**config.mk**
```make
export PLATFORM = sky130hd
export DESIGN_NAME = assert_log
export DESIGN_NICKNAME = d
export VERILOG_FILES = /design/src/rtl/assert_log.sv
export SDC_FILE = /design/constraint.sdc
export NUM_CORES = 1
export LEC_CHECK = 0
export CAP_MARGIN = 20
export CORE_MARGIN = 2
export CORE_UTILIZATION = 36
export DETAILED_ROUTE_END_ITERATION = 10
export PLACE_DENSITY = 0.55
export SYNTH_ARGS = -nofsm -noshare
export SYNTH_HDL_FRONTEND = slang
export SYNTH_SLANG_ARGS = --single-unit
export TNS_END_PERCENT = 5
```
**constraint.sdc**
```tcl
create_clock -name clk -period 7.9 [get_ports clk]
set_input_delay 1.185 -clock clk [delete_from_list [all_inputs] [get_ports clk]]
set_output_delay 1.185 -clock clk [all_outputs]
set_load 0.005 [all_outputs]
```
**src/rtl/assert_log.sv**
```systemverilog
// assert_log: synthesizable companion to an assertion site.
// Counts pass/fail events and queues {id, timestamp} records of failures
// in a small FIFO that a host drains through a one-cycle read handshake.
module assert_log #(
    parameter int DEPTH     = 8,
    parameter int ID_WIDTH  = 8,
    parameter int TS_WIDTH  = 32,
    parameter int CNT_WIDTH = 16
) (
    input  logic                       clk,
    input  logic                       rst,
    input  logic                       req,
    input  logic                       a,
    input  logic [ID_WIDTH-1:0]        id,
    input  logic                       clr,
    input  logic                       rd_req,
    output logic                       rd_ack,
    output logic                       rd_valid,
    output logic [ID_WIDTH-1:0]        rd_id,
    output logic [TS_WIDTH-1:0]        rd_time,
    output logic [CNT_WIDTH-1:0]       pass_cnt,
    output logic [CNT_WIDTH-1:0]       fail_cnt,
    output logic [CNT_WIDTH-1:0]       drop_cnt,
    output logic                       fail_sticky,
    output logic [$clog2(DEPTH):0]     level
);

    localparam int PW = $clog2(DEPTH);
    localparam int LW = PW + 1;
    localparam int RW = ID_WIDTH + TS_WIDTH;

    localparam logic [CNT_WIDTH-1:0] CNT_ONE  = CNT_WIDTH'(1);
    localparam logic [CNT_WIDTH-1:0] CNT_MAX  = {CNT_WIDTH{1'b1}};
    localparam logic [TS_WIDTH-1:0]  TS_ONE   = TS_WIDTH'(1);
    localparam logic [PW-1:0]        PTR_ONE  = PW'(1);
    localparam logic [LW-1:0]        LVL_ONE  = LW'(1);
    localparam logic [LW-1:0]        LVL_FULL = LW'(DEPTH);

    logic [TS_WIDTH-1:0] ts;
    logic [PW-1:0]       wr_ptr;
    logic [PW-1:0]       rd_ptr;
    logic [RW-1:0]       mem [DEPTH];

    logic pass_ev;
    logic fail_ev;
    logic pop;
    logic push;
    logic drop;
    logic full;

    // Event qualification; clr masks both events and pops in its cycle.
    // A full FIFO still accepts a push when a pop frees a slot the same cycle.
    always_comb begin
        full    = (level == LVL_FULL);
        pass_ev = req & a & ~clr;
        fail_ev = req & ~a & ~clr;
        pop     = rd_req & ~clr & (level != '0);
        push    = fail_ev & (~full | pop);
        drop    = fail_ev & ~push;
    end

    // Free-running timestamp, untouched by clr.
    always_ff @(posedge clk or negedge rst) begin
        if (!rst) ts <= '0;
        else      ts <= ts + TS_ONE;
    end

    // Record storage; contents need no reset since level gates every read.
    always_ff @(posedge clk) begin
        if (push) mem[wr_ptr] <= {id, ts};
    end

    // Pointers and occupancy.
    always_ff @(posedge clk or negedge rst) begin
        if (!rst) begin
            wr_ptr <= '0;
            rd_ptr <= '0;
            level  <= '0;
        end else if (clr) begin
            wr_ptr <= '0;
            rd_ptr <= '0;
            level  <= '0;
        end else begin
            if (push) wr_ptr <= wr_ptr + PTR_ONE;
            if (pop)  rd_ptr <= rd_ptr + PTR_ONE;
            case ({push, pop})
                2'b10:   level <= level + LVL_ONE;
                2'b01:   level <= level - LVL_ONE;
                default: level <= level;
            endcase
        end
    end

    // Saturating counters and the sticky failure flag.
    always_ff @(posedge clk or negedge rst) begin
        if (!rst) begin
            pass_cnt    <= '0;
            fail_cnt    <= '0;
            drop_cnt    <= '0;
            fail_sticky <= 1'b0;
        end else if (clr) begin
            pass_cnt    <= '0;
            fail_cnt    <= '0;
            drop_cnt    <= '0;
            fail_sticky <= 1'b0;
        end else begin
            if (pass_ev && pass_cnt != CNT_MAX) pass_cnt <= pass_cnt + CNT_ONE;
            if (fail_ev && fail_cnt != CNT_MAX) fail_cnt <= fail_cnt + CNT_ONE;
            if (drop && drop_cnt != CNT_MAX)    drop_cnt <= drop_cnt + CNT_ONE;
            if (fail_ev)                        fail_sticky <= 1'b1;
        end
    end

    // Read response: every rd_req is acked next cycle; data only moves on a pop.
    always_ff @(posedge clk or negedge rst) begin
        if (!rst) begin
            rd_ack   <= 1'b0;
            rd_valid <= 1'b0;
            rd_id    <= '0;
            rd_time  <= '0;
        end else begin
            rd_ack   <= rd_req;
            rd_valid <= pop;
            if (pop) {rd_id, rd_time} <= mem[rd_ptr];
        end
    end

endmodule

```
**After elaboration in Yosys (flattened, before gate mapping)**

Memory sizes are Yosys's and may differ from the RTL's. A register that Yosys moved wholly into a read port is not among the register bits.
Cells that the tools add are included.

- Memories: 1
- Register bits after elaboration: 93
- Latch bits: 0
- Bits in writable memories: 320
- Output and inout bits: 95
- Memory bits (read-only): 0
- Bits of input ports: 14
- Logic and storage cells: 66

- Reductions and logical operators: 12
- Bitwise gates (word level): 13
- $add $sub $neg: 8
- Shift-type cells: 0
- Multiplexer cells: 16
- $mul: 0
- $lt $le $gt $ge: 0
- Divide/modulo/power cells: 0
- Equal/unequal tests: 6

Memories:

| name | depth | width | rd ports | clocked after memory_dff | write ports | RTL line | text |
|---|---|---|---|---|---|---|---|
| mem | 8 | 40 | 1 | 1 | 1 | 42 | `logic [RW-1:0] mem [DEPTH];` |

Operators with widths:

| cell | count |
|---|---|
| 16-bit two-way mux | 6 |
| 16-bit by 1-bit adder with 16-bit output, second input constant | 3 |
| 16-bit inequality test, second input constant | 3 |
| 32-bit by 1-bit adder with 32-bit output, second input constant | 1 |
| 3-bit two-way mux | 4 |
| 2-bit nonzero test | 6 |
| 1-bit bitwise AND | 8 |
| 4-bit one-hot mux with 2 select lines | 1 |
| 3-bit by 1-bit adder with 3-bit output, second input constant | 2 |
| 4-bit by 1-bit adder with 4-bit output, second input constant | 1 |
| 4-bit == test, second input constant | 1 |
| 1-bit two-way mux | 4 |
| 4-bit two-way mux | 1 |
| 1-bit NOT | 4 |
| 4-bit nonzero test | 1 |
| 4-bit by 1-bit subtractor with 4-bit output, second input constant | 1 |
| 1-bit logical AND | 3 |
| 3-bit nonzero test | 1 |
| 2-bit by 1-bit == test with 1-bit output, second input constant | 1 |
| 2-bit == test, second input constant | 1 |
| 1-bit zero test | 1 |
| 1-bit OR | 1 |

**Longest topological paths before layout**

Gate-level depths: netlist (run 1).

- Depth after elaboration: 10
- Depth in mapped cells: 12
- Gate-level depth less buffers: 9

**Worst setup path after synthesis (run 1)**

Ideal clock, no wire load.

- Path type: input to register
- Start: in clr
- End: mem mem[1][0] (netlist bit), enable pin
- Setup time: 487 ps
- Slack: 2829 ps
- Data required time: 7413 ps
- Path buffers: 1
- Arrival: 4584 ps
- Stages: 4
- Cell sequence: buf_6 nor3b_4 nand3_1 nor3_1

- Cells in the longest elaborated chain, start to end: 7
- Elaborated cells between the ends (all ways): 8
- Those cells by class: 2 x mux; 6 x bitwise

RTL lines:

| element | RTL line | text |
|---|---|---|
| start, declared | 15 | `input logic clr,` |
| 1-bit NOT * | 56, 57 |  |
| 1-bit bitwise AND (2 in a row) | 57 | `pop = rd_req & ~clr & (level != '0);` |
| 1-bit OR | 58 | `push = fail_ev & (~full \| pop);` |
| 1-bit bitwise AND * | 58 |  |
| 1-bit two-way mux * | 70 | `if (push) mem[wr_ptr] <= {id, ts};` |
| 1-bit two-way mux (not written as such) * | 70 |  |
| end, declared | 42 |  |

Mark *: on every way between the ends. The rest lies on a longest branch, timed or not.

**Final worst setup path (run 1)**

- Start: in rd_req
- End: reg level[3]

- Cells in the longest elaborated chain, start to end: 7
- Elaborated cells between the ends (all ways): 9
- Those cells by class: 2 x eq/ne; 2 x mux; 4 x bitwise; 1 x reduce/logical

RTL lines:

| element | RTL line | text |
|---|---|---|
| start, declared | 16 | `input logic rd_req,` |
| 1-bit bitwise AND * (2 in a row) | 57 |  |
| 1-bit OR | 58 |  |
| 1-bit bitwise AND | 58 |  |
| 2-bit by 1-bit == test with 1-bit output or 2-bit == test (tied branches) | 86 | `case ({push, pop})` |
| 4-bit one-hot mux with 2 select lines | 86 |  |
| 4-bit two-way mux | 79 | `end else if (clr) begin` |
| end signal, assigned | 87 | `2'b10: level <= level + LVL_ONE;` |
| end signal, assigned | 88 | `2'b01: level <= level - LVL_ONE;` |
| end signal, assigned | 89 | `default: level <= level;` |
| end, declared | 25 | `output logic [$clog2(DEPTH):0] level` |

Marked as above.
A chain may end at the register's enable or synchronous reset.

==> impl_metrics.toml, run 1 <==
[cells_and_area]
area_delta_synth_final_pct = 18.9
n_antenna_cell = 0
utilization = 0.431
final_area_mm2 = 0.0215
finalNetCount = 1218
drive_above_1_share = 0.154
layout.cells.non_filler = 1905

[run_status]
outcome = "complete, no violations"

[detailed_routing]
ant_nets = 0
wl_met2_um = 17700
wl_per_cell_um = 19.2
drtIter0Drc = 584
met1_length_um = 16900
wl_um = 36600
drc = 0
vias_per_cell = 4.95
vias = 9430
top_layer = "met4"
first_pass_iters = 5
routed-wl-met3_um = 1410

[hold_path]
hp-start = "rd_time[24]"
hold_class = "reg -> reg"

[pwr]
p_leak_nw = 7.18
power_switching_mw = 1.40
pwr-share-comb = 0.143
power_mw = 5.84
clockPowerShare = 0.377
ir_worst_vdd_mv = 0.157
intPower_mw = 4.44
swShare = 0.239
power_density_mw_per_mm2 = 272
seq_power_share = 0.480

[worst_setup_path]
crit_arrival_ns = 4.27
cp_max_fo = 82
crit_type = "in -> reg"
crit_required_ns = 8.32
timing.rr.start = "level[0]"
worstSetupEndpointType = "register"
critPathLaunchType = "input port"
startpoint = "rd_req"

[clocking]
clock_sinks = 453
cts_hold_buf = 0
cts_tree = "built"
clk_pin_slew_worst_paths_ns = 0.06
clock_latency_ns = 0.58
htree_levels = 2
root_buffer = "clkbuf_16"
cts_buffer_depth = 3
cts_setup_buffers = 0
cts_buffers = 46
cts_resized = 0

[timing]
fmax_ghz = 0.259
worst-slew-pin-transition_ns = 0.938
rsz0062_at_grt = "no"
hold_violations = 0
whs_ns = 0.479
fin_crit_ns = 3.85
relSlewSlack = 0.375
slew_viol_final = 0
timing.final.crit_share = 0.488
setup_tns_ns = 0
finClkSkew_ns = 0.0216
final-setup-viol-count = 0
setup_ws_ns = 4.05

[placement]
dpl_cell_area_mm2 = 0.0200
dpl.hpwl_um = 20500
post-place-ws_ns = 3.35
gp_congestion = 0.758
port_buffers = 108
dp_cells = 1819

[global_route]
overflow = 0
grt_usage = 0.143
antenna_found_initial = 0
grt_pass1_vias = 9826
grt_max_degree = 83
grt_pass1_wl_um = 58000

[floorplan]
die-height_um = 228
dieArea_mm2 = 0.0520
io-pin-count = 109
die_w_um = 228
row_count = 82
start_util = 0.362
core-area_mm2 = 0.0499

[logic_synthesis]
ys_warn_count = 0
synth_fp_nets = 1094
synth.avg_cell_area_um2 = 16.9
synthCells = 1071
seq_area_frac_synth = 0.716
synth.cell_area_mm2 = 0.0181
ys_seq_elements = 453
ys_types = 49

[run]
cap_violations = 0
-- cell families after synthesis --
family | synth area share
flip-flops | 0.716
AND/OR/NAND/NOR | 0.0790
multiplexers | 0.132
AO/OA/AOI/OAI | 0.0230
XOR/XNOR | 0.0310
buffers and inverters | 0.0129
adder cells (fa/ha/maj) | 0.00665
-- power by group through the flow --
stage	Clock [mW]	Sequential (mW)	Combinational, mW
floorplan	0	2.78	0.539
global placement	0	2.86	0.860
detailed placement	0	2.86	0.862
CTS	2.27	2.82	0.865
global route	2.36	2.84	0.923
finish	2.20	2.81	0.833
-- state kept, by name, summed over array words and instances, names as in the netlist --
signal and count:
mem 320, rd_time 32, ts 32, drop_cnt 16
fail_cnt 16, pass_cnt 16, rd_id 8, level 4
rd_ptr 3, wr_ptr 3, fail_sticky 1, rd_ack 1
rd_valid 1
-- area by class of cell --
| type | count | area [um2] |
|---|---|---|
| Sequential cell | 453 | 12900 |
| Tap cell | 672 | 841 |
| Multi-Input combinational cell | 566 | 4960 |
| Timing Repair Buffer | 122 | 1180 |
| Inverter | 6 | 22.5 |
| Fill cell | 4504 | 28400 |
| Clock buffer | 66 | 1290 |
| Clock inverter | 20 | 251 |
-- placed cells by master, fill, tap and decap left out, drive strengths merged, types with 17 or more instances in the layout --
cell | Yosys | layout
and3 | 17 | 17
clkbuf | 29 | 66
clkdlybuf4s50 | 0 | 106
dfrtp | 133 | 133
edfxtp | 320 | 320
mux2i | 51 | 51
mux4 | 80 | 80
nand2 | 78 | 78
nand3 | 35 | 35
nand4 | 17 | 17
nor2 | 72 | 72
nor3 | 18 | 18
o21ai | 47 | 47
xnor2 | 50 | 50
-- worst max-delay path: stages --
cell             delay [ns]
clkdlybuf4s50_1        0.57
o41ai_2                0.19
or2_4                  0.72
nor2_1                 0.23
ha_1                   0.33
a21o_1                 0.17
a21oi_1                0.28
mux2_2                 0.37
a21oi_1                0.13
a21oi_1                0.08
-- per-layer routing --
layer,up-vias,global-route usage
met3,50,0.0245
li1,4375,-
met2,172,0.231
met4,0,0.0413
met5,-,0
met1,4833,0.198
-- worst paths after layout --
| path | endpoint | slack, ns | cells after the start |
|---|---|---|---|
| worst max-delay path | level[3] | 4.05 | 10 |
| worst min-delay path | rd_time[24] | 0.48 | 2 |
| worst max register to register | level[3] | 4.31 | 9 |
| worst min register to register | rd_time[24] | 0.48 | 2 |
| max in group asynchronous | rd_time[26] | 5.90 | 2 |
| min in group asynchronous | fail_cnt[11] | 0.68 | 1 |
-- synthesized netlist by cell type, drive strengths merged --
cell type,count,area (um2)
nand4b,1,8.76
mux4,80,1800
or2,3,18.8
ha,8,100
nor3b,4,41.3
nor3,18,101
nand3b,2,15.0
nand3,35,180
xnor2,50,438
or3,1,6.26
nand2b,8,50.1
inv,6,22.5
o211ai,2,15.0
o21bai,1,7.51
buf,17,97.6
clkbuf,29,114
a311oi,2,17.5
a31o,1,8.76
mux2,6,67.6
a21oi,7,35.0
mux2i,51,510
xor2,14,123
and2,2,12.5
nor2b,4,25.0
edfxtp,320,9610
nor4,11,90.1
a211o,1,8.76
o21ai,47,235
a41oi,1,8.76
o41ai,1,16.3
nand4,17,106
and3,17,106
nor2,72,270
fa,1,20.0
a211oi,4,30.0
nor4b,1,15.0
a21o,1,7.51
a31oi,4,25.0
dfrtp,133,3330
and4,10,87.6
nand2,78,293
No activity file was read; power rests on OpenSTA's default activity.
==> inputs of run 2 (changes only) <==
==> constraint.sdc (replaced) <==
create_clock -name clk -period 3.6 [get_ports clk]
set_input_delay 0.54 -clock clk [delete_from_list [all_inputs] [get_ports clk]]
set_output_delay 0.54 -clock clk [all_outputs]
set_load 0.005 [all_outputs]
==> run 2 against run 1 <==
Net effect:
- worst setup slack worse by 3.4 ns
- sequential power is 120% higher
- design area is 1.0% higher
- power is 120% higher
- highest routed layer unchanged
==> impl_metrics.toml, run 2 (synthesis results as in run 1) <==
[worst_setup_path]
cp_cell_sequence = "o41ai_2, or2_4, nor2_1, ha_1, a21o_1, a21oi_1, mux2_2, a21oi_1, a21oi_1"
r2r_slack_ns = 0.64
cp.depth = 9
crit_type = "reg -> reg"
critPathLaunchType = "register"
critical-path-top-delay-family = "compound AO/OA/AOI/OAI gates"
crit_required_ns = 4.04
cpMaxStageDelayCell = "o41ai_2"
crit_top_cell = "a21oi_1"
worst-path-buf-inv = 0
worstSetupEndpointType = "register"
crit_arrival_ns = 3.40
worstRegToRegCells = 9
cp_max_fo = 7
critical_path.max_stage_delay_ns = 0.69

[cells_and_area]
layout_commonest_cell = "edfxtp_1"
utilization = 0.436
fill_cells = 4419
reg.largest.list = "mem x320, rd_time x32, ts x32"
n_antenna_cell = 0
seqCellArea_mm2 = 0.0129
multi_input_area_mm2 = 0.00497
final_cell_mix = "edfxtp_1 (320), dfrtp_1 (130), clkdlybuf4s50_1 (106), mux4_2 (80), nand2_1 (78)"
drive_above_1_share = 0.167
layout.cells.non_filler = 1923
area_delta_synth_final_pct = 20.2
largest_reg_flops = 320
top_register = "mem"
finalNetCount = 1234

[clocking]
cts_buffer_depth = 3
root_buffer = "clkbuf_16"
cts_buffers = 48
clock_latency_ns = 0.58
htree_levels = 2
cts_tree = "built"
cts_hold_buf = 1
cts_resized = 0
cts_setup_buffers = 0
clock_sinks = 453
clk_pin_slew_worst_paths_ns = 0.06

[floorplan]
die_w_um = 228
io-pin-count = 109
die-height_um = 228
core-area_mm2 = 0.0499
dieArea_mm2 = 0.0520
start_util = 0.362
row_count = 82

[pwr]
p_leak_nw = 7.28
ir_worst_vdd_mv = 0.311
power_density_mw_per_mm2 = 595

[global_route]
grt_pass1_wl_um = 58900
antenna_found_initial = 0
grt_max_degree = 82
grt_pass1_vias = 9956
overflow = 0
grt_usage = 0.144

[placement]
port_buffers = 108
dpl.hpwl_um = 21500
gp_congestion = 0.753
dp_cells = 1832
post-place-ws_ns = 0.423

[timing]
finClkSkew_ns = 0.0133
relSlewSlack = 0.487
setup_tns_ns = 0
slew_viol_final = 0
final-setup-viol-count = 0
worst-slew-pin-transition_ns = 0.762
fmax_ghz = 0.338
timing.final.crit_share = 0.821
hold_violations = 0
rsz0062_at_grt = "no"
whs_ns = 0.471
setup_ws_ns = 0.645
fin_crit_ns = 2.96

[detailed_routing]
vias = 9627
drc = 0
drtIter0Drc = 799
wl_um = 36700
wl_per_cell_um = 19.1
ant_nets = 0
vias_per_cell = 5.01
first_pass_iters = 4

[hold_path]
hold_depth = 3
hold_class = "in -> reg"

[run_status]
outcome = "complete, no violations"

[run]
cap_violations = 0
## run 2: final cells by class
cell class | instances | area share
sequential | 453 | 0.596
multi-input combinational | 566 | 0.229
timing repair buffer | 136 | 0.0629
clock buffer | 64 | 0.0604
tap | 672 | 0.0387
clock inverter | 26 | 0.0121
inverter | 6 | 0.00104
## run 2: tightest hold or removal path: stages
cell    delay, ns
buf_2        0.13
buf_4        0.22
nor2_1       0.11
## run 2: metal layers
layer,global-route usage,wire [um],up-vias
met2,0.230,17500,179
met5,0,0,-
met1,0.203,17000,4986
li1,-,-,4410
met3,0.0239,1430,52
met4,0.0449,756,0
## run 2: worst paths after layout
kind / start / endpoint
setup / recovery: level[0] / level[3]
hold / removal: clr / fail_sticky
setup reg to reg: level[0] / level[3]
hold reg to reg: rd_id[7] / rd_id[7]
max in group asynchronous: rst / rd_time[0]
min in group asynchronous: rst / fail_sticky
## run 2: report_power, final
group | switching, mW | internal, mW | leakage (nW)
Clock | 2.03 | 2.87 | 0.773
Sequential | 0.227 | 5.83 | 4.60
Combinational | 0.877 | 1.10 | 1.90
Total | 3.14 | 9.79 | 7.28
## run 2: through the flow
| step | instance area, um2 | total power, mW |
|---|---|---|
| 3_3_place_gp | 20100 | 8.20 |
| 6_report | 21700 | 12.9 |
| 3_5_place_dp | 20100 | 8.20 |
| 2_1_floorplan | 18100 | 7.29 |
| 4_1_cts | 21700 | 13.2 |
| 5_1_grt | 21700 | 13.5 |
